**src/rtl/nibble_add_pkg.sv**
```systemverilog
// Shared types and constants for the nibble-serial adder.
package nibble_add_pkg;

  typedef enum logic [1:0] {
    IDLE,
    RUN,
    DONE
  } state_t;

  localparam int SLICE_W = 4;

  // Index register width; a single-nibble adder still keeps a 1-bit index.
  function automatic int idx_bits(input int nib);
    return (nib > 1) ? $clog2(nib) : 1;
  endfunction

endpackage

```
**src/rtl/nibble_add_seq_if.sv**
```systemverilog
// Operand intake / result delivery handshake bundle for nibble_add_seq.
interface nibble_add_seq_if #(
  parameter int WIDTH = 16
);

  logic             start_valid;
  logic             start_ready;
  logic [WIDTH-1:0] a;
  logic [WIDTH-1:0] b;
  logic             cin;
  logic [WIDTH:0]   sum;
  logic             done_valid;
  logic             done_ready;
  logic             busy;

  modport master (
    output start_valid, a, b, cin, done_ready,
    input  start_ready, sum, done_valid, busy
  );

  modport slave (
    input  start_valid, a, b, cin, done_ready,
    output start_ready, sum, done_valid, busy
  );

endinterface

```
**src/rtl/cla4_slice.sv**
```systemverilog
// Combinational 4-bit carry-lookahead adder slice.
module cla4_slice
  import nibble_add_pkg::*;
(
  input  logic [SLICE_W-1:0] a,
  input  logic [SLICE_W-1:0] b,
  input  logic               cin,
  output logic [SLICE_W-1:0] sum,
  output logic               cout
);

  logic [SLICE_W-1:0] p;
  logic [SLICE_W-1:0] g;
  logic [SLICE_W:0]   c;

  always_comb begin
    p    = a ^ b;
    g    = a & b;
    c[0] = cin;
    c[1] = g[0] | (p[0] & cin);
    c[2] = g[1] | (p[1] & g[0]) | (p[1] & p[0] & cin);
    c[3] = g[2] | (p[2] & g[1]) | (p[2] & p[1] & g[0]) | (p[2] & p[1] & p[0] & cin);
    c[4] = g[3] | (p[3] & g[2]) | (p[3] & p[2] & g[1]) | (p[3] & p[2] & p[1] & g[0])
         | (p[3] & p[2] & p[1] & p[0] & cin);
    sum  = p ^ c[SLICE_W-1:0];
    cout = c[SLICE_W];
  end

endmodule

```
**src/rtl/nibble_add_seq.sv**
```systemverilog
// Multi-cycle WIDTH-bit adder: one shared CLA slice stepped LS nibble first,
// inter-nibble carry held in a register, valid/ready on both sides.
module nibble_add_seq
  import nibble_add_pkg::*;
#(
  parameter int WIDTH = 16
) (
  input logic             clk,
  input logic             rst,
  nibble_add_seq_if.slave bus
);

  localparam int NIB   = WIDTH / SLICE_W;
  localparam int IDX_W = idx_bits(NIB);
  localparam logic [IDX_W-1:0] IDX_LAST = IDX_W'(NIB - 1);

  if (WIDTH < SLICE_W || (WIDTH % SLICE_W) != 0) begin : g_bad_width
    $error("nibble_add_seq: WIDTH must be a positive multiple of 4");
  end

  state_t             state;
  logic [WIDTH-1:0]   a_q;
  logic [WIDTH-1:0]   b_q;
  logic               carry_q;
  logic [IDX_W-1:0]   idx;
  logic [WIDTH:0]     sum_q;

  logic [SLICE_W-1:0] s_a;
  logic [SLICE_W-1:0] s_b;
  logic [SLICE_W-1:0] s_sum;
  logic               s_cout;

  always_comb begin
    s_a = a_q[SLICE_W*idx +: SLICE_W];
    s_b = b_q[SLICE_W*idx +: SLICE_W];
  end

  cla4_slice u_slice (
    .a    (s_a),
    .b    (s_b),
    .cin  (carry_q),
    .sum  (s_sum),
    .cout (s_cout)
  );

  always_ff @(posedge clk or posedge rst) begin
    if (rst) begin
      state   <= IDLE;
      a_q     <= '0;
      b_q     <= '0;
      carry_q <= 1'b0;
      idx     <= '0;
      sum_q   <= '0;
    end else begin
      case (state)
        IDLE: begin
          if (bus.start_valid) begin
            a_q     <= bus.a;
            b_q     <= bus.b;
            carry_q <= bus.cin;
            idx     <= '0;
            sum_q   <= '0;
            state   <= RUN;
          end
        end
        RUN: begin
          sum_q[SLICE_W*idx +: SLICE_W] <= s_sum;
          carry_q                       <= s_cout;
          if (idx == IDX_LAST) begin
            sum_q[WIDTH] <= s_cout;
            state        <= DONE;
          end else begin
            idx <= idx + IDX_W'(1);
          end
        end
        DONE: begin
          if (bus.done_ready) state <= IDLE;
        end
        default: state <= IDLE;
      endcase
    end
  end

  // Handshake flags depend on the state register alone.
  assign bus.start_ready = (state == IDLE);
  assign bus.busy        = (state == RUN);
  assign bus.done_valid  = (state == DONE);
  assign bus.sum         = sum_q;

endmodule

```
**src/flat_wrapper.sv**
```systemverilog
// flat-port wrapper written by rule: the top's interface ports become plain ports
module nibble_add_seq_flat import nibble_add_pkg::*;
#(
  parameter int WIDTH = 16
)
  (clk, rst, bus_start_valid, bus_a, bus_b, bus_cin, bus_done_ready, bus_start_ready, bus_sum, bus_done_valid, bus_busy);
  nibble_add_seq_if #(.WIDTH(WIDTH)) bus_i ();
  input logic clk;
  input logic rst;
  input wire logic [$bits(bus_i.start_valid)-1:0] bus_start_valid;
  input wire logic [$bits(bus_i.a)-1:0] bus_a;
  input wire logic [$bits(bus_i.b)-1:0] bus_b;
  input wire logic [$bits(bus_i.cin)-1:0] bus_cin;
  input wire logic [$bits(bus_i.done_ready)-1:0] bus_done_ready;
  output wire logic [$bits(bus_i.start_ready)-1:0] bus_start_ready;
  output wire logic [$bits(bus_i.sum)-1:0] bus_sum;
  output wire logic [$bits(bus_i.done_valid)-1:0] bus_done_valid;
  output wire logic [$bits(bus_i.busy)-1:0] bus_busy;
  assign bus_i.start_valid = bus_start_valid;
  assign bus_i.a = bus_a;
  assign bus_i.b = bus_b;
  assign bus_i.cin = bus_cin;
  assign bus_i.done_ready = bus_done_ready;
  assign bus_start_ready = bus_i.start_ready;
  assign bus_sum = bus_i.sum;
  assign bus_done_valid = bus_i.done_valid;
  assign bus_busy = bus_i.busy;
  nibble_add_seq #(.WIDTH(WIDTH)) u_core (.clk(clk), .rst(rst), .bus(bus_i));
endmodule
```
**config.mk**
```make
export PLATFORM = sky130hd
export DESIGN_NAME = nibble_add_seq_flat
export DESIGN_NICKNAME = d
export VERILOG_FILES = /design/src/rtl/nibble_add_pkg.sv /design/src/rtl/nibble_add_seq_if.sv /design/src/rtl/cla4_slice.sv /design/src/rtl/nibble_add_seq.sv /design/src/flat_wrapper.sv
export SDC_FILE = /design/constraint.sdc
export NUM_CORES = 1
export LEC_CHECK = 0
export CORE_MARGIN = 1
export CORE_UTILIZATION = 25
export CTS_BUF_LIST = sky130_fd_sc_hd__clkbuf_4 sky130_fd_sc_hd__clkbuf_8
export DETAILED_ROUTE_END_ITERATION = 8
export GPL_TIMING_DRIVEN = 0
export PLACE_DENSITY = 0.54
export SYNTH_ARGS = -nofsm -noshare
export SYNTH_HDL_FRONTEND = slang
export SYNTH_HIERARCHICAL = 1
export SYNTH_SLANG_ARGS = --single-unit
```
**constraint.sdc**
```tcl
create_clock -name clk -period 2.4 [get_ports clk]
set_input_delay 0.48 -clock clk [delete_from_list [all_inputs] [get_ports clk]]
set_output_delay 0.48 -clock clk [all_outputs]
set_load 0.02 [all_outputs]
```
# ---- Word-level counts from Yosys, hierarchy flattened
# Index checks and enable logic that the tools add are counted.
dict set report word_totals {
  ff_bits 54
  inputBits 37
  wordCells 67
  out_inout_bits 20
}
dict set report classes {
  shift 4
  muxes 13
  add_sub_neg 2
  n_bitwise 29
  eq_ne 7
  n_reduce_logical 6
}
# op n
set op_table {}
lappend op_table {{negation 4 -> 34 bit} 1}
lappend op_table {{one-hot mux 17 bit (2 select lines)} 1}
lappend op_table {{variable shift 4 x 34 -> 17 bit, first input constant} 1}
lappend op_table {{indexed part select 4 x 34 -> 17 bit} 1}
lappend op_table {{indexed part select 16 x 5 -> 4 bit} 2}
lappend op_table {{bitwise mux 17 bit} 1}
lappend op_table {{two-way mux 17 bit} 1}
lappend op_table {{AND 1 bit} 16}
lappend op_table {{two-way mux 2 bit} 5}
lappend op_table {{bitwise OR 1 bit} 10}
lappend op_table {{XOR 4 bit} 2}
lappend op_table {{!= test 2 bit, second input constant} 3}
lappend op_table {{one-hot mux 2 bit (3 select lines)} 1}
lappend op_table {{AND reduction 3 bit} 2}
lappend op_table {{AND 4 bit} 1}
lappend op_table {{equality test 2 bit, second input constant} 2}
lappend op_table {{one-hot mux 2 bit (2 select lines)} 1}
lappend op_table {{AND reduction 2 bit} 2}
lappend op_table {{adder 2 x 1 -> 2 bit, second input constant} 1}
lappend op_table {{equality test 2 x 1 -> 1 bit, second input constant} 1}
lappend op_table {{zero test 2 bit} 1}
lappend op_table {{two-way mux 1 bit} 2}
lappend op_table {{!= test 2 x 1 -> 1 bit, second input constant} 1}
lappend op_table {{one-hot mux 1 bit (2 select lines)} 1}
lappend op_table {{nonzero test 2 bit} 1}

# ---- Longest topological paths before layout
# Gate-level depths: netlist of run 1.
dict set report logic_depth {
  word_depth 11
  depth_mapped 8
  depth_no_buf 7
}

# ---- Modules after synthesis
# The synthesis of run 1 kept the hierarchy.
# module seq_area_each_um2 area_per_inst_um2 cells_per_inst n_inst
set modules_own_cells {}
lappend modules_own_cells {nibble_add_seq 1351.3 2423.6 164 1}
lappend modules_own_cells {cla4_slice 0.0 147.6 17 1}

# ---- Worst setup path before layout of run 1
# Ideal clock, no wire load.
dict set report synth_timing {
  path_type {flip-flop to flip-flop}
  start {reg u_core.idx[0]}
  end {reg u_core.sum_q[16] (netlist: u_core/bus.sum[16])}
  period_less_slack_ns 2.516
  path_stages_with_launch 9
  path_slack_ns -0.116
  path_buffers 1
  required_ns 2.270
  setup_time_ns 0.130
  arrival_time_ns 2.386
  path_cell_list {dfrtp_1 buf_2 mux4_2 ha_1 a21o_1 a31o_1 a21o_1 a32oi_1 nand3_1}
}
dict set report synth_via {
  elab_cells_between_ends 38
  cone_classes {add/sub (1); eq/ne (1); shift (4); mux (3); bitwise (29)}
}
# item line
set synth_rtl {}
lappend synth_rtl {{from (decl)} nibble_add_seq.sv:25} ;# logic [IDX_W-1:0] idx;
lappend synth_rtl {{from (signal assigned)} nibble_add_seq.sv:73} ;# idx <= idx + IDX_W'(1);
lappend synth_rtl {{indexed part select 16 x 5 -> 4 bit (*)} nibble_add_seq.sv:34} ;# s_a = a_q[SLICE_W*idx +: SLICE_W];
lappend synth_rtl {{named net u_core.s_a[0]} nibble_add_seq.sv:28} ;# logic [SLICE_W-1:0] s_a;
lappend synth_rtl {{AND 4 bit or XOR 4 bit (tied branches)} {cla4_slice.sv:18, cla4_slice.sv:17}}
lappend synth_rtl {{AND 1 bit, on equally long branches} {cla4_slice.sv:23, cla4_slice.sv:24}}
lappend synth_rtl {{bitwise OR 1 bit or AND 1 bit (tied branches)} {cla4_slice.sv:23, cla4_slice.sv:24}}
lappend synth_rtl {{bitwise OR 1 bit (*)} cla4_slice.sv:24} ;# | (p[3] & p[2] & p[1] & p[0] & cin);
lappend synth_rtl {{named net u_core.s_cout} nibble_add_seq.sv:31} ;# logic s_cout;
lappend synth_rtl {{two-way mux 1 bit (*)} nibble_add_seq.sv:69} ;# if (idx == IDX_LAST) begin
lappend synth_rtl {{one-hot mux 17 bit (2 select lines) (*)} nibble_add_seq.sv:55} ;# case (state)
lappend synth_rtl {{to (signal, indexed assignment)} nibble_add_seq.sv:67} ;# sum_q[SLICE_W*idx +: SLICE_W] <= s_sum;
lappend synth_rtl {{to (signal, indexed assignment)} nibble_add_seq.sv:70} ;# sum_q[WIDTH] <= s_cout;
lappend synth_rtl {{to (decl)} nibble_add_seq.sv:26} ;# logic [WIDTH:0] sum_q;
# The timed path passes the listed nets; every way through them passes the cells marked *.
# A chain may end at the register's enable or synchronous reset.

# ---- Worst setup path in the final report of run 1
dict set report layout_timing {
  start {reg u_core.idx[0]}
  end {reg u_core.sum_q[16] (netlist: u_core/bus.sum[16])}
}
dict set report layout_via {
  elab_cells_between_ends 38
  cone_classes {add/sub (1); eq/ne (1); shift (4); mux (3); bitwise (29)}
}
# item line
set layout_rtl {}
lappend layout_rtl {{indexed part select 16 x 5 -> 4 bit (*)} nibble_add_seq.sv:34}
lappend layout_rtl {{named net u_core.s_a[2]} nibble_add_seq.sv:28}
lappend layout_rtl {{AND 4 bit or XOR 4 bit (tied branches)} {cla4_slice.sv:18, cla4_slice.sv:17}}
lappend layout_rtl {{AND 1 bit, on equally long branches} {cla4_slice.sv:23, cla4_slice.sv:24}}
lappend layout_rtl {{bitwise OR 1 bit, or another cell as far along (2 in series)} cla4_slice.sv:23} ;# c[4] = g[3] | (p[3] & g[2]) | (p[3] & p[2] & g[1]) | (p[3] & p[2] & p[1] & g[0])
lappend layout_rtl {{bitwise OR 1 bit or AND 1 bit (tied branches)} {cla4_slice.sv:23, cla4_slice.sv:24}}
lappend layout_rtl {{bitwise OR 1 bit (*)} cla4_slice.sv:24}
lappend layout_rtl {{named net u_core.s_cout} nibble_add_seq.sv:31}
lappend layout_rtl {{two-way mux 1 bit (*)} nibble_add_seq.sv:69}
lappend layout_rtl {{one-hot mux 17 bit (2 select lines) (*)} nibble_add_seq.sv:55}
# Marked as above.

==> results of run 1 <==
sequential cells by signal (all words and copies together) (netlist names):
signal          count
u_core/state        2
u_core/idx          2
u_core/carry_q      1
u_core/b_q         16
u_core/a_q         16
u_core/bus.sum     17
power by group through the flow:
stage	Sequential, mW	Combinational (mW)	Clock (mW)
after floorplan	1.67	1.91	0
after global placement	1.61	2.89	0
after detailed placement	1.62	2.92	0
after CTS	1.59	3.21	0.649
after global routing	1.65	3.47	0.681
final	1.59	3.20	0.623
timing repair:
item,in CTS,in global routing
endpoints found under the setup margin,16,1
buffers inserted,3,0
resized for setup,9,0
pin swaps,3,0
hold buffers,0,0
cell usage in the layout (no fill, tap or decap), types with 2 or more instances in the layout:
cell type	synthesis	final
nor4_2	2	2
ha_1	9	6
o21ai_0	2	2
clkbuf_4	0	3
mux4_2	8	8
mux2_1	13	13
a22o_1	17	17
buf_12	0	3
a21o_1	7	7
clkdlybuf4s50_1	0	56
buf_4	4	6
inv_1	10	9
nand2b_1	4	4
xnor2_1	2	2
nor2_1	2	2
mux2_2	20	20
a21oi_1	2	2
ha_4	0	3
clkbuf_8	0	5
nor3b_2	2	2
nand2_1	6	6
dfrtp_1	54	53
metal layers:
layer / wire length (um) / vias up / part of all wire [%]
li1: - / 795 / -
met1: 2730 / 842 / 47
met2: 2700 / 46 / 47
met3: 268 / 5 / 4.7
met4: 58 / 0 / 1.0
met5: 0 / - / 0
area by class of cell:
cell class                 count  area, um^2
clock buffer                   7        83.8
buffer                         7        62.6
multi-input combinational    110        1180
timing repair buffer          60         616
clock inverter                 1        30.0
fill                         954        6330
inverter                      10        37.5
tap                          133         166
sequential                    54        1350
logic make-up after synthesis:
group / count (synthesis) / share of synthesized area [%]
XOR/XNOR: 3 / 1.02
AO/OA/AOI/OAI: 31 / 9.59
buffers and inverters: 17 / 3.11
adder cells (fa/ha/maj): 10 / 5.16
flip-flops: 54 / 52.6
AND/OR/NAND/NOR: 25 / 7.10
multiplexers: 41 / 21.5
how the worst max path moves through the flow:
stage / from / end / slack (ns)
6_report: u_core/idx[0]$_DFFE_PP0P_ / u_core/bus.sum[16]$_DFFE_PP0P_ / 0.05
4_1_cts: u_core/idx[0]$_DFFE_PP0P_ / u_core/bus.sum[16]$_DFFE_PP0P_ / 0.03
3_5_place_dp: u_core/idx[1]$_DFFE_PP0P_ / u_core/bus.sum[15]$_DFFE_PP0P_ / -0.41
5_1_grt: u_core/idx[0]$_DFFE_PP0P_ / u_core/bus.sum[16]$_DFFE_PP0P_ / -0.06
3_3_place_gp: rst / u_core/idx[0]$_DFFE_PP0P_ / -0.62
2_1_floorplan: u_core/idx[0]$_DFFE_PP0P_ / u_core/bus.sum[16]$_DFFE_PP0P_ / 0.05
through the flow:
stage / setup TNS, ns / area, um^2 / setup slack, ns / hold slack (ns) / instances
finish: 0 / 3530 / 0.0499 / 0.462 / 382
global route: -0.0642 / 3530 / -0.0642 / 0.501 / 382
CTS: 0 / 3530 / 0.0310 / 0.483 / 382
detailed placement: -3.60 / 3330 / -0.406 / 0.474 / 371
global placement: -27.55 / 3310 / -0.621 / 0.461 / 370
floorplan: 0 / 2580 / 0.0489 / 0.452 / 181
==> impl_results.md, run 1 <==
- Outcome: finished clean
- CP Data Arrival Time: 2.54 ns
- Slew headroom: between 60% and 70%
- Most instantiated library cell after synthesis: dfrtp_1
- Max-cap violations: 0
- Starting Density: 26.1%
- Met3 usage: roughly 2.3%
- Synth top area cells: dfrtp_1 53%, mux2_2 8.8%, mux4_2 7.0%
- Buffers on Ports: 56
- Reg2Reg Launch Point: u_core/idx[0]$_DFFE_PP0P_
- RePlAce Congestion: about 0.72
- Cell family with most CP delay: compound AO/OA/AOI/OAI gates
- Final period util: a little over nine tenths
- Die height: around 100 um
- Most frequent CP cell: a21o_1
- Sw Share: 40.5%
- Grt met1 use: between 10% and 20%
- Worst Hold Class: primary input to async pin
- NumNets Final: about 300
- Final Core Density: 35.8%
- Synth top area share: 52.6%
- Core area: around 0.01 mm^2
- Number of global-route vias before repair: roughly 1.7k
- Maximum VDD drop: approximately 500 uV
- Syn_nets: between 200 and 250
- Asr flop ratio synth: 100%
- EDFF count, synth: 0
- Row count: 36
- Hold Fails Final Rpt: 0
- CTS root buffer: clkbuf_8
- P_int: around 3.2 mW
- Largest net degree at the start of global routing: 40
- DRT antenna net count: 0
- Mapped cell area: 0.00257 mm^2
- Critical path class: flop to flop
- Area growth syn-to-layout: 37.4%
- Clock tree from TritonCTS: done
- Drt first pass iters: 4
- Clk slew on worst S/H paths: 0.09 ns
- FF-to-FF path depth: 8
- Psw: roughly 2.2 mW
- Grt ovf: 0
- Drt drc: 0
- Ports: 57
- Final Skew: about 0.0034 ns
- Clk_lat worst skew: ~0.30 ns
- Clock share of power: a little under an eighth
- Required time worst endpoint: ~2.6 ns
- Count of cell types in the netlist: 33
- Clock Sinks: 54
- Via Count: around 1.7k
- DP HPWL: around 4300 um
- Number of buffers created by CTS: 5
- Share of layout cells above drive strength 1: 23.3%
- Synth Instances: between 150 and 200
- Die area: ~0.011 mm^2
- Diodes inserted: 0
- CP Buf/Inv Count: 1
- DR vias/cell: 4.42
- Routed WL per cell: roughly 15 um
- Clock H-tree levels: 2
- GRT Overall Usage: 11.7%
- Clk buf depth: 2
- Worst Tran Pin Value: approximately 0.54 ns
- Cell Pwr Density: between 1500 and 2000 mW/mm^2
- Worst-path cell chain: buf_12, mux4_2, ha_4, a21o_1, a31o_1, a21o_1, a32oi_1, nand3_1
- Crit path largest cell delay: about 0.54 ns
- Fmax: about 430 MHz
- Sequential power share: ~30%
- Worst R2R End: u_core/bus.sum[16]$_DFFE_PP0P_
- Seq/Total Area, Yosys: a little over half
- Finish-stage setup viols: 0
- Crit path depth: 8
- Yosys warns: 6
- Min Tclk post-route: approximately 2.4 ns
- Worst path slowest cell: mux4_2
- Final wirelength: 5760 um
- R2R Setup Slk: ~0.050 ns
- Lkg Pwr: 1.49 nW
- Critical Path End Type: flop
- Antenna violations before repair: 0
- Power, Total: about 5.4 mW
- Comb power frac: approximately 60%
- Die Wd: around 100 um
- Busiest grt layer: met2
- First-pass GRT wire length: approximately 9300 um
- RSZ-0062 raised after global routing: yes
- Critical path fanouts, max: 5
- Synth area leader: dfrtp_1
- Seq cells post-synth: 54
- Crit path launch type: flop
- Syn Area/Cell: between 10 and 15 um^2
- Max Slew Vio Count: 0
- Most instantiated cells after synthesis: 54 x dfrtp_1, 20 x mux2_2, 17 x a22o_1, 13 x mux2_1, 10 x inv_1
- Post-synth top flop: dfrtp_1
- Met2 usage: about 19%
- Initial DRC count: 34
(Power assumes the default switching activity.)
==> inputs of run 2 (changes only) <==
--- a/config.mk
+++ b/config.mk
@@ -5,12 +5,16 @@
 export SDC_FILE = /design/constraint.sdc
 export NUM_CORES = 1
 export LEC_CHECK = 0
+export CELL_PAD_IN_SITES_DETAIL_PLACEMENT = 1
+export CELL_PAD_IN_SITES_GLOBAL_PLACEMENT = 1
 export CORE_MARGIN = 1
 export CORE_UTILIZATION = 25
 export CTS_BUF_LIST = sky130_fd_sc_hd__clkbuf_4 sky130_fd_sc_hd__clkbuf_8
 export DETAILED_ROUTE_END_ITERATION = 8
+export DONT_BUFFER_PORTS = 1
 export GPL_TIMING_DRIVEN = 0
-export PLACE_DENSITY = 0.54
+export MAX_ROUTING_LAYER = met4
+export PLACE_DENSITY = 0.53
 export SYNTH_ARGS = -nofsm -noshare
 export SYNTH_HDL_FRONTEND = slang
 export SYNTH_HIERARCHICAL = 1
==> impl_results.md, run 2 (synthesis gave the netlist of run 1 again) <==
- Finish-stage setup viols: 0 (unchanged)
- Cell Pwr Density: 1750 mW/mm^2 (was 1530 mW/mm^2)
- Setup Slack @ Placement: -0.509 ns (was -0.406 ns)
- Worst-path cell chain: buf_4, mux4_2, ha_4, a21o_1, a31o_4, a21o_1, a32oi_1, nand3_1 (was buf_12, mux4_2, ha_4, a21o_1, a31o_1, a21o_1, a32oi_1, nand3_1)
- CTS root buffer: clkbuf_8 (unchanged)
- Clock Sinks: 54 (unchanged)
- Commonest non-fill, non-tap cell in the layout: dfrtp_1 (was clkdlybuf4s50_1)
- Clock tree from TritonCTS: done (unchanged)
- RePlAce Congestion: 0.700 (was 0.724)
- Max FFs per register: 17 (unchanged)
- Crit path launch type: flop (unchanged)
- Reg2Reg Launch Point: u_core/idx[0]$_DFFE_PP0P_ (unchanged)
- Critical path fanouts, max: 5 (unchanged)
- Placed Instance Area: 0.00277 mm^2 (was 0.00333 mm^2)
- P_int: 2.94 mW (was 3.22 mW)
- Min Tclk post-route: 2.38 ns (was 2.35 ns)
- Outcome: finished clean (unchanged)
- Via Count: 1541 (was 1688)
- Psw: 2.27 mW (was 2.19 mW)
- Critical path class: flop to flop (unchanged)
- DR vias/cell: 4.68 (was 4.42)
- Grt ovf: 0 (unchanged)
- Maximum VDD drop: 524 uV (was 494 uV)
- Sw Share: 43.6% (was 40.5%)
- Final period util: 99.0% (was 97.9%)
- Row count: 36 (unchanged)
- Initial DRC count: 13 (was 34)
- Critical path startpoint: u_core/idx[0]$_DFFE_PP0P_ (unchanged)
- DRT antenna net count: 0 (unchanged)
- Drt first pass iters: 4 (unchanged)
- NumNets Final: 241 (was 295)
- Sequential power share: 33.5% (was 29.3%)
- Final instance area: 0.00298 mm^2 (was 0.00353 mm^2)
- Post-CTS Hold Fix Bufs: 0 (unchanged)
- FF-to-FF path depth: 8 (unchanged)
- Starting Density: 26.1% (unchanged)
- Worst R2R End: u_core/bus.sum[16]$_DFFE_PP0P_ (unchanged)
- Most frequent CP cell: a21o_1 (unchanged)
- Number of buffers created by CTS: 5 (unchanged)
- Largest net degree at the start of global routing: 31 (was 40)
- Slew headroom: 62.4% (was 63.9%)
- Clk buf depth: 2 (unchanged)
- Clk slew on worst S/H paths: 0.09 ns (about the same)
- First-pass GRT wire length: 9720 um (was 9280 um)
- Die area: 0.0107 mm^2 (unchanged)
- CP Data Arrival Time: 2.55 ns (was 2.54 ns)
- Clock H-tree levels: 2 (unchanged)
- Ports: 57 (unchanged)
- Power, Total: 5.20 mW (was 5.41 mW)
- Fill cells: 1057 (was 954)
- Routed WL per cell: 18.6 um (was 15.1 um)
- CP Buf/Inv Count: 1 (unchanged)
- Antenna violations before repair: 1 (was 0)
- Clock share of power: 10.9% (was 11.5%)
- Max-cap violations: 0 (unchanged)
- GRT Overall Usage: 12.8% (was 11.7%)
- Max Slew Vio Count: 0 (unchanged)
- Crit path largest cell delay: 0.54 ns (about the same)
- Worst Hold Class: primary input to async pin (unchanged)
- Final Skew: 0.00471 ns (was 0.00344 ns)
- Core area: 0.00986 mm^2 (unchanged)
- Critical Path End Type: flop (unchanged)
- Area growth syn-to-layout: 15.9% (was 37.4%)
- Final Core Density: 30.2% (was 35.8%)
- DP HPWL: 4430 um (was 4260 um)
- Share of layout cells above drive strength 1: 30.8% (was 23.3%)
- Die height: 103 um (unchanged)
- Lkg Pwr: 1.28 nW (was 1.49 nW)
- Fmax: 421 MHz (was 426 MHz)
- Buffers on Ports: 0 (was 56)
- Worst Tran Pin Value: 0.560 ns (was 0.538 ns)
- Most frequent cells in the layout: 53 x dfrtp_1, 20 x mux2_2, 17 x a22o_1 (was 56 x clkdlybuf4s50_1, 53 x dfrtp_1, 20 x mux2_2)
- Comb power frac: 55.6% (was 59.2%)
- Required time worst endpoint: 2.58 ns (was 2.59 ns)
- Hold Fails Final Rpt: 0 (unchanged)
- Setup WS post-layout: 0.0248 ns (was 0.0499 ns)
- Cell family with most CP delay: compound AO/OA/AOI/OAI gates (unchanged)
- Clk_lat worst skew: 0.30 ns (about the same)
- Worst path slowest cell: mux4_2 (unchanged)
- RSZ-0062 raised after global routing: yes (unchanged)
- Final wirelength: 6120 um (was 5760 um)
- Number of global-route vias before repair: 1724 (was 1736)
- Die Wd: 103 um (unchanged)
- Fin Setup TNS: 0 ns (unchanged)
- Drt drc: 0 (unchanged)
- R2R Setup Slk: 0.02 ns (was 0.05 ns)
[run 2: how the worst max path moves through the flow]
stage | cells after the start | end
2_1_floorplan | 8 | u_core/bus.sum[16]$_DFFE_PP0P_
3_3_place_gp | 7 | u_core/bus.sum[3]$_DFFE_PP0P_
3_5_place_dp | 7 | u_core/bus.sum[15]$_DFFE_PP0P_
4_1_cts | 9 | u_core/bus.sum[16]$_DFFE_PP0P_
5_1_grt | 8 | u_core/bus.sum[16]$_DFFE_PP0P_
6_report | 8 | u_core/bus.sum[16]$_DFFE_PP0P_
[run 2: what timing repair did]
action | in CTS | in global routing
resized for setup | 8 | 3
setup buffers | 5 | 0
setup endpoints to repair | 18 | 6
pin swaps | 4 | 3
[run 2: per-stage QoR]
stage | cells | hold slack [ns]
after CTS | 328 | 0.119
after detailed placement | 315 | 0.451
after floorplan | 181 | 0.452
final | 329 | 0.100
after global routing | 329 | 0.142
after global placement | 314 | 0.466
[run 2: worst reg2reg max path: cells and delay by family (launching register included)]
family                   cells  cell delay [ns]
AND/OR/NAND/NOR              1             0.10
AO/OA/AOI/OAI                4             0.79
flip-flops                   1             0.41
multiplexers                 1             0.54
buffers and inverters        1             0.17
adder cells (fa/ha/maj)      1             0.25
[run 2: power groups by stage]
stage,clock network [mW],registers (mW),logic (mW)
global route,0.626,1.82,3.17
finish,0.566,1.74,2.89
CTS,0.595,1.76,2.83
global placement,0,1.76,2.48
floorplan,0,1.67,1.91
detailed placement,0,1.78,2.52
[run 2: layout make-up]
type	count	area (um^2)	share of cell area, %
Timing Repair Buffer	6	61.3	2.06
Antenna cell	1	2.50	0.0840
Sequential cell	54	1350	45.4
Tap cell	133	166	5.58
Inverter	10	37.5	1.26
Clock inverter	1	8.76	0.294
Multi-Input combinational cell	110	1190	40.1
Buffer	7	61.3	2.06
Clock buffer	7	96.3	3.23
[run 2: layer usage]
metal  global-route usage [%]  up-vias  share of wire, %
met5                        -        -                 0
met4                     2.17        0              0.54
met3                     3.29        5               4.8
met2                     21.1       44                49
met1                     16.1      803                45
li1                         -      689                 -
==> inputs of run 3 (changes only) <==
--- a/config.mk
+++ b/config.mk
@@ -12,6 +12,7 @@
 export CTS_BUF_LIST = sky130_fd_sc_hd__clkbuf_4 sky130_fd_sc_hd__clkbuf_8
 export DETAILED_ROUTE_END_ITERATION = 8
 export DONT_BUFFER_PORTS = 1
+export GPL_ROUTABILITY_DRIVEN = 0
 export GPL_TIMING_DRIVEN = 0
 export MAX_ROUTING_LAYER = met4
 export PLACE_DENSITY = 0.53
==> results of run 3 <==
Final layout, timing and power as in run 2 (identical DEF).
